--- src/rtl/pattern_serializer.sv ---
// pattern_serializer: captures a WIDTH-bit word over valid/ready and shifts it out
// one bit per CLK_DIV cycles, with frame markers and a completed-frame counter.
//   clk, rst_n          clock, asynchronous active-low reset
//   pat_in, load_valid  parallel word and its valid
//   load_ready          high while idle
//   ser_out, ser_valid  serial bit and frame-bit qualifier
//   frame_start         pulse on the first cycle of bit 0
//   frame_done          pulse on the idle cycle after the last bit
//   busy                frame in progress
//   words_sent          completed frames, wraps at 16 bits
module pattern_serializer #(
    parameter int WIDTH     = 64,
    parameter int CLK_DIV   = 4,
    parameter bit MSB_FIRST = 1'b1
) (
    input  logic             clk,
    input  logic             rst_n,
    input  logic [WIDTH-1:0] pat_in,
    input  logic             load_valid,
    output logic             load_ready,
    output logic             ser_out,
    output logic             ser_valid,
    output logic             frame_start,
    output logic             frame_done,
    output logic             busy,
    output logic [15:0]      words_sent
);
    localparam int BW = WIDTH > 1 ? $clog2(WIDTH) : 1;
    localparam int DW = CLK_DIV > 1 ? $clog2(CLK_DIV) : 1;
    typedef enum logic {IDLE, SHIFT} state_t;
    state_t state_q, state_d;
    logic [WIDTH-1:0] shreg_q, shreg_d, shifted;
    logic [BW-1:0] bit_cnt_q, bit_cnt_d;
    logic [DW-1:0] div_cnt_q, div_cnt_d;
    logic ser_out_q, ser_out_d, ser_valid_q, ser_valid_d;
    logic frame_start_q, frame_start_d, frame_done_q, frame_done_d;
    logic [15:0] words_q, words_d;
    logic div_end, bit_end;

    function automatic logic out_bit(input logic [WIDTH-1:0] w);
        return MSB_FIRST ? w[WIDTH-1] : w[0];
    endfunction

    assign div_end = div_cnt_q == DW'(CLK_DIV - 1);
    assign bit_end = bit_cnt_q == BW'(WIDTH - 1);
    assign shifted = MSB_FIRST ? {shreg_q[WIDTH-2:0], 1'b0} : {1'b0, shreg_q[WIDTH-1:1]};

    always_comb begin
        state_d       = state_q;
        shreg_d       = shreg_q;
        bit_cnt_d     = bit_cnt_q;
        div_cnt_d     = div_cnt_q;
        ser_out_d     = ser_out_q;
        ser_valid_d   = ser_valid_q;
        frame_start_d = 1'b0;
        frame_done_d  = 1'b0;
        words_d       = words_q;
        if (state_q == IDLE) begin
            if (load_valid) begin
                state_d       = SHIFT;
                shreg_d       = pat_in;
                bit_cnt_d     = '0;
                div_cnt_d     = '0;
                ser_out_d     = out_bit(pat_in);
                ser_valid_d   = 1'b1;
                frame_start_d = 1'b1;
            end
        end else if (!div_end) begin
            div_cnt_d = div_cnt_q + 1'b1;
        end else if (bit_end) begin
            state_d      = IDLE;
            ser_out_d    = 1'b0;
            ser_valid_d  = 1'b0;
            frame_done_d = 1'b1;
            words_d      = words_q + 16'd1;
        end else begin
            shreg_d   = shifted;
            bit_cnt_d = bit_cnt_q + 1'b1;
            div_cnt_d = '0;
            ser_out_d = out_bit(shifted);
        end
    end

    always_ff @(posedge clk or negedge rst_n) begin
        if (!rst_n) begin
            state_q       <= IDLE;
            shreg_q       <= '0;
            bit_cnt_q     <= '0;
            div_cnt_q     <= '0;
            ser_out_q     <= 1'b0;
            ser_valid_q   <= 1'b0;
            frame_start_q <= 1'b0;
            frame_done_q  <= 1'b0;
            words_q       <= '0;
        end else begin
            state_q       <= state_d;
            shreg_q       <= shreg_d;
            bit_cnt_q     <= bit_cnt_d;
            div_cnt_q     <= div_cnt_d;
            ser_out_q     <= ser_out_d;
            ser_valid_q   <= ser_valid_d;
            frame_start_q <= frame_start_d;
            frame_done_q  <= frame_done_d;
            words_q       <= words_d;
        end
    end

    assign load_ready  = state_q == IDLE;
    assign busy        = state_q == SHIFT;
    assign ser_out     = ser_out_q;
    assign ser_valid   = ser_valid_q;
    assign frame_start = frame_start_q;
    assign frame_done  = frame_done_q;
    assign words_sent  = words_q;
endmodule

--- config.mk ---
export PLATFORM = sky130hd
export DESIGN_NAME = pattern_serializer
export DESIGN_NICKNAME = d
export VERILOG_FILES = /design/src/rtl/pattern_serializer.sv
export SDC_FILE = /design/constraint.sdc
export NUM_CORES = 1
export LEC_CHECK = 0
export CAP_MARGIN = 20
export CORE_UTILIZATION = 23
export CTS_BUF_LIST = sky130_fd_sc_hd__clkbuf_4 sky130_fd_sc_hd__clkbuf_8
export DETAILED_ROUTE_END_ITERATION = 7
export HOLD_SLACK_MARGIN = 0.15
export SKIP_CTS_REPAIR_TIMING = 1
export SLEW_MARGIN = 20
export SYNTH_ARGS = -nofsm -noshare
export SYNTH_HDL_FRONTEND = slang
export SYNTH_SLANG_ARGS = --single-unit
--- constraint.sdc ---
create_clock -name clk -period 3.3 [get_ports clk]
set_clock_uncertainty 0.2 [all_clocks]
set_input_delay 0.66 -clock clk [delete_from_list [all_inputs] [get_ports clk]]
set_output_delay 0.66 -clock clk [all_outputs]
set_load 0.01 [all_outputs]
==> metrics.md, run 1 <==
| Metric | Value |
|---|---|
| Fin. Hold Viols | `0` |
| Count leader, synth | `mux2_2` |
| Fmax | `roughly 0.4 GHz` |
| Initial antenna violation count | `1` |
| Fin crit share | `~75%` |
| GRT met1 Usage | `12.0%` |
| Slew Limit Fails | `0` |
| Ys Warns | `0` |
| Sequential fraction of the synthesis area | `between 50% and 60%` |
| Nets | `495` |
| # fillers | `slightly below 2,000` |
| Startpoint types | `flip-flop` |
| Reg2Reg Depth | `6` |
| Critical path, cell by cell | `inv_1 -> clkdlybuf4s50_1` |
| CP startpoint | `busy` |
| Endpoint class of the critical path | `output port` |
| Die height | `around 140 µm` |
| RSZ-0062 raised after global routing | `no` |
| Worst EP arrival | `around 1600 ps` |
| Detailed Route Iter0 Violations | `slightly above 100` |
| Pin count of the biggest net entering global routing | `67` |
| Clk root buf | `clkbuf_8` |
| Synth-to-layout area growth | `29.7%` |
| Num Clock Sinks | `92` |
| Worst-path clk slew | `roughly 100 ps` |
| Cell leakage power | `2.58 nW` |
| Peak VDD IR | `between 0.0002 and 0.0003 V` |
| GPL Wtd Cong | `between 0.7 and 0.8` |
| Yosys reg bits | `92` |
| Synth area leader | `dfrtp_1` |
| Vias post-DR | `2,915` |
| GRT Total Usage | `around a tenth` |
| Clock Tree Buf Depth | `2` |
| Global-route wire length before repair | `15,200 µm` |
| Placeable Area | `18,900 µm²` |
| Post-synth top area share | `roughly 51%` |
| Synth Area per Inst | `13.3 µm²` |
| DR pass1 iterations | `4` |
| Most used flip-flop cell after synthesis | `dfrtp_1` |
| FF-to-FF Start | `bit_cnt_q[0]` |
| Std cell rows | `50` |
| Max FO, Critical Path | `11` |
| Die W | `roughly 140 µm` |
| Share of cells above drive strength 1 | `between 30 and 40%` |
| Commonest cells post-synth | `mux2_2 (121), dfrtp_1 (92), nand2_1 (20)` |
| Combinational power share | `40.9%` |
| Worst-Skew Late Latency | `roughly 380 ps` |
| Total grt overflow | `0` |
| Outcome | `finished, final reports clean` |
| Pwr dens | `723 nW/µm²` |
| Cells after Synth | `approximately 340` |
| Ports | `89` |
| Critical Path Sink | `load_ready` |
| Antenna Violating Nets Remaining | `0` |
| Final setup viols | `0` |
| Maxcap violations | `0` |
| Slew margin rel. | `between 40% and 50%` |
| CTS tree | `yes` |
| Port Buffers | `approximately 90` |
| WL/cell | `around 13 µm` |
| CP required | `2440 ps` |
| Busiest grt layer | `met2` |
| Flop2flop setup slack | `approximately 950 ps` |
| Met3 usage | `2.87%` |
| Post-synth EDFFs | `0` |
| Tmin final | `approximately 2500 ps` |
| Power share of the clock group | `between 15 and 20%` |
| Ys async rst share | `100%` |
| Synth Net Count | `~410` |
| Worst hold slack | `280 ps` |
| Switch share | `between 30% and 40%` |
| Remaining DRCs | `0` |
| RR Endpoint | `shreg_q[17]` |
| Antenna cells | `0` |
| Slowest cell on crit path | `clkdlybuf4s50_1` |
| Mapped cell area | `around 4500 µm²` |
| Worst slew pin tran | `870 ps` |
| Routing usage on met2 | `15.7%` |
| Final setup TNS | `0 ps` |
| Min-Delay Path Class | `reg -> reg` |
| Post-Route WL | `just over 9000 µm` |
| Vias in the first global route | `slightly above 3,000` |
| Sequential power share | `between 40 and 50%` |
| Die ar. | `roughly 20,000 µm²` |
| H-tree depth | `3` |
| Setup Crit Path Kind | `reg -> out` |
| TritonCTS Buffers | `9` |
| Area contributors post-synth | `dfrtp_1 (51%), mux2_2 (30%), xnor2_1 (1.8%)` |
| Synth unique cells | `42` |
| Total net switching power | `~1.3 mW` |
| Via density | `between 4 and 5` |
| Initial core utilization | `23.7%` |
| HPWL Detailed | `between 6000 and 7000 µm` |
| Slowest stage delay, CP | `around 600 ps` |
| Int Power | `2.92 mW` |
[flip-flops by register name (all words and copies together) (netlist names)]
| register | flops |
|---|---|
| div_cnt_q | 2 |
| ser_valid | 1 |
| bit_cnt_q | 6 |
| words_sent | 16 |
| frame_done | 1 |
| ser_out | 1 |
| frame_start | 1 |
| busy | 1 |
| shreg_q | 63 |
[power by group through the flow]
stage / Sequential (mW) / Clock, mW / Combinational (mW)
5_1_grt: 1.82 / 0.800 / 1.91
3_5_place_dp: 1.80 / 0 / 1.75
2_1_floorplan: 1.72 / 0 / 1.45
3_3_place_gp: 1.78 / 0 / 1.70
4_1_cts: 1.77 / 0.757 / 1.76
6_report: 1.77 / 0.712 / 1.72
[cells in the final DEF (no fill, tap or decap), drive strengths merged, types with 2 or more instances in the layout]
master / n
a211oi: 2
a21o: 3
a21oi: 2
a22o: 3
buf: 6
clkbuf: 12
clkdlybuf4s50: 87
clkinv: 3
dfrtp: 92
ha: 3
inv: 5
mux2: 124
nand2: 20
nand2b: 2
nand3: 10
nand4: 7
nor2: 9
nor3: 3
o21ai: 7
or3: 2
xnor2: 9
xor2: 6
[stage by stage]
step | power (mW) | utilization [%] | cell area [µm²] | worst slack, ps | instances
2_1_floorplan | 3.17 | - | 4480 | 1230 | 337
3_3_place_gp | 3.47 | 29.8 | 5630 | 651 | 673
3_5_place_dp | 3.55 | 29.8 | 5630 | 604 | 673
4_1_cts | 4.29 | 30.7 | 5810 | 774 | 689
5_1_grt | 4.53 | 30.8 | 5820 | 718 | 690
6_report | 4.21 | 30.8 | 5820 | 812 | 690
[final cells by class]
cell class              count  area [µm²]  share of cell area, %
multi-input cells         223        2050                   35.3
clock inverters             4        26.3                  0.452
inverters                   5        18.8                  0.323
repair buffers             94         938                   16.1
clock buffers              12         153                   2.62
flip-flops and latches     92        2300                   39.6
well taps                 260         325                   5.59
[layer usage]
| metal | vias to the layer above | part of all wire [%] |
|---|---|---|
| met3 | 20 | 4.5 |
| met1 | 1450 | 45 |
| met5 | - | 0.14 |
| met4 | 2 | 2.0 |
| li1 | 1382 | - |
| met2 | 61 | 48 |
[critical path, delay by kind of cell, from the launching register on]
family | cells | cell delay [ps]
flip-flops | 1 | 490
buffers and inverters | 2 | 750
[kinds of logic (layout without fill, tap and decap cells)]
family | Yosys count | in the layout | share of synthesized area [%]
flops | 92 | 92 | 51.4
buf+inv | 22 | 115 | 3.01
simple gates | 60 | 60 | 7.42
mux | 125 | 125 | 31.4
xor+xnor | 15 | 15 | 2.93
compound gates | 20 | 20 | 3.07
fa+ha+maj | 3 | 3 | 0.837
[worst min-delay path by stage]
stage | endpoint | from | depth (start not counted)
finish | words_sent[15] | words_sent[15] | 1
CTS | shreg_q[47] | rst_n | 1
detailed placement | words_sent[15] | words_sent[15] | 1
global route | words_sent[15] | words_sent[15] | 1
floorplan | bit_cnt_q[0] | rst_n | 0
global placement | words_sent[15] | words_sent[15] | 1
Power figures use the tool's default switching activity.
==> run 2: changes to the inputs <==
==> constraint.sdc (replaced) <==
create_clock -name clk -period 2.4 [get_ports clk]
set_clock_uncertainty 0.2 [all_clocks]
set_input_delay 0.48 -clock clk [delete_from_list [all_inputs] [get_ports clk]]
set_output_delay 0.48 -clock clk [all_outputs]
set_load 0.01 [all_outputs]
==> run 2 against run 1 <==
Design area rose by 2.6%. Routed wire length up 2.5%. Combinational power grew 43%. Core utilization grew 0.79 points. Register-to-register slack got worse by 770 ps. Setup slack worse by 710 ps. Flip-flop and latch count unchanged. Worst hold slack better by 3.0 ps. Critical path depth is the same. Final cell count grew 0.72%. Non-clock buffer count is 5 higher. First-iteration DRC count fell by 25%. Largest power group is now combinational cells.
==> metrics.md, run 2 (synthesis gave the netlist of run 1 again) <==
| Metric | Value |
|---|---|
| Outcome | `finished, final reports clean` |
| Worst path bufs/invs | `2` |
| FF+latch area | `between 2000 and 2500 µm²` |
| Port Buffers | `between 80 and 90` |
| Total grt overflow | `0` |
| Die W | `142 µm` |
| Pwr dens | `1040 nW/µm²` |
| WL/cell | `13.5 µm` |
| Reg2Reg Depth | `6` |
| Remaining DRCs | `0` |
| Final setup viols | `0` |
| Slew margin rel. | `68.7%` |
| Area of the multi-input gates | `around 2000 µm²` |
| HPWL Detailed | `about 6700 µm` |
| Most frequent cells in the layout | `mux2_2 (121), dfrtp_1 (91), clkdlybuf4s50_1 (87)` |
| Fmax | `approximately 0.43 GHz` |
| Min-Delay Path Class | `reg -> reg` |
| FF-to-FF Start | `bit_cnt_q[0]` |
| Slew Limit Fails | `0` |
| GRT Total Usage | `10.1%` |
| Global-route wire length before repair | `15,700 µm` |
| WP depth | `2` |
| Max reg flops | `63` |
| Post-Place Setup Slack | `about 140 ps` |
| Clock Tree Buf Depth | `2` |
| Worst EP arrival | `approximately 1600 ps` |
| Peak VDD IR | `0.000448 V` |
| Top cell family by delay on the critical path | `buffers and inverters` |
| Detailed Route Iter0 Violations | `77` |
| Fin util | `about a third` |
| Pin count of the biggest net entering global routing | `47` |
| Vias post-DR | `between 2,000 and 3,000` |
| CTS tree | `yes` |
| Commonest non-fill, non-tap cell in the layout | `mux2_2` |
| Antenna cells | `0` |
| Initial antenna violation count | `1` |
| Placeable Area | `approximately 19,000 µm²` |
| Die ar. | `approximately 20,000 µm²` |
| Worst-path clk slew | `90 ps` |
| Slowest stage delay, CP | `roughly 600 ps` |
| Final setup TNS | `0 ps` |
| Initial core utilization | `between 20% and 30%` |
| Post-Route WL | `9410 µm` |
| Via density | `4.17` |
| Num Clock Sinks | `92` |
| CP required | `about 1700 ps` |
| Tmin final | `approximately 2300 ps` |
| Fin crit share | `between 90 and 100%` |
| Setup Crit Path Kind | `reg -> out` |
| Endpoint class of the critical path | `output port` |
| Final WS setup | `approximately 100 ps` |
| Startpoint types | `flip-flop` |
| TritonCTS Buffers | `9` |
| Critical path, cell by cell | `inv_1 -> clkdlybuf4s50_1` |
| Nets | `500` |
| H-tree depth | `3` |
| # fillers | `~1,900` |
| Maxcap violations | `0` |
| Most flops, register | `shreg_q` |
| Tot Pwr | `around 6.2 mW` |
| Worst-Skew Late Latency | `370 ps` |
| Slowest cell on crit path | `clkdlybuf4s50_1` |
| Antenna Violating Nets Remaining | `0` |
| Cell leakage power | `2.65 nW` |
| Synth-to-layout area growth | `33.1%` |
| RR Endpoint | `shreg_q[35]` |
| RSZ-0062 raised after global routing | `no` |
| DR pass1 iterations | `4` |
| Critical Path Sink | `load_ready` |
| Vias in the first global route | `roughly 3,000` |
| GPL Wtd Cong | `between 0.7 and 0.8` |
| Std cell rows | `50` |
| Fin. Hold Viols | `0` |
| Clk root buf | `clkbuf_8` |
| Worst slew pin tran | `between 400 and 500 ps` |
| Max FO, Critical Path | `9` |
| Die height | `142 µm` |
| Flop2flop setup slack | `roughly 180 ps` |
| Ports | `89` |
| CP startpoint | `busy` |
| Share of cells above drive strength 1 | `between 30% and 40%` |
| Worst Hold Depth | `1` |
-- run 2: cell type report --
class | instances | area share [%]
clock inverter | 4 | 1.59
tap | 260 | 5.45
clock buffer | 12 | 2.66
multi-input combinational | 223 | 34.4
timing repair buffer | 99 | 17.0
inverter | 5 | 0.315
sequential | 92 | 38.6
-- run 2: per-layer routing --
| metal | vias up | wire length (µm) | GRT usage [%] |
|---|---|---|---|
| li1 | 1385 | - | - |
| met1 | 1437 | 4270 | 12.3 |
| met2 | 61 | 4520 | 16.2 |
| met3 | 15 | 441 | 3.17 |
| met4 | 2 | 177 | 4.87 |
| met5 | - | 8 | 0 |
-- run 2: how the worst min path moves through the flow --
stage | to | slack (ps) | startpoint
after floorplan | bit_cnt_q[0] | -20 | rst_n
after global placement | shreg_q[48] | 260 | rst_n
after detailed placement | shreg_q[47] | 260 | rst_n
after CTS | shreg_q[47] | -170 | rst_n
after global routing | words_sent[15] | 320 | words_sent[15]
final | shreg_q[0] | 280 | shreg_q[0]
-- run 2: through the flow --
stage,area [µm²],hold WS (ps),instances
finish,5970,283,695
global route,5970,317,695
CTS,5960,-168,694
detailed placement,5700,262,678
global placement,5700,262,678
floorplan,4480,-15.6,337
-- run 2: power breakdown --
| group | switching [mW] | internal [mW] | total, mW |
|---|---|---|---|
| combinational | 0.932 | 1.53 | 2.46 |
| clock | 0.549 | 0.759 | 1.31 |
| sequential | 0.325 | 2.12 | 2.44 |
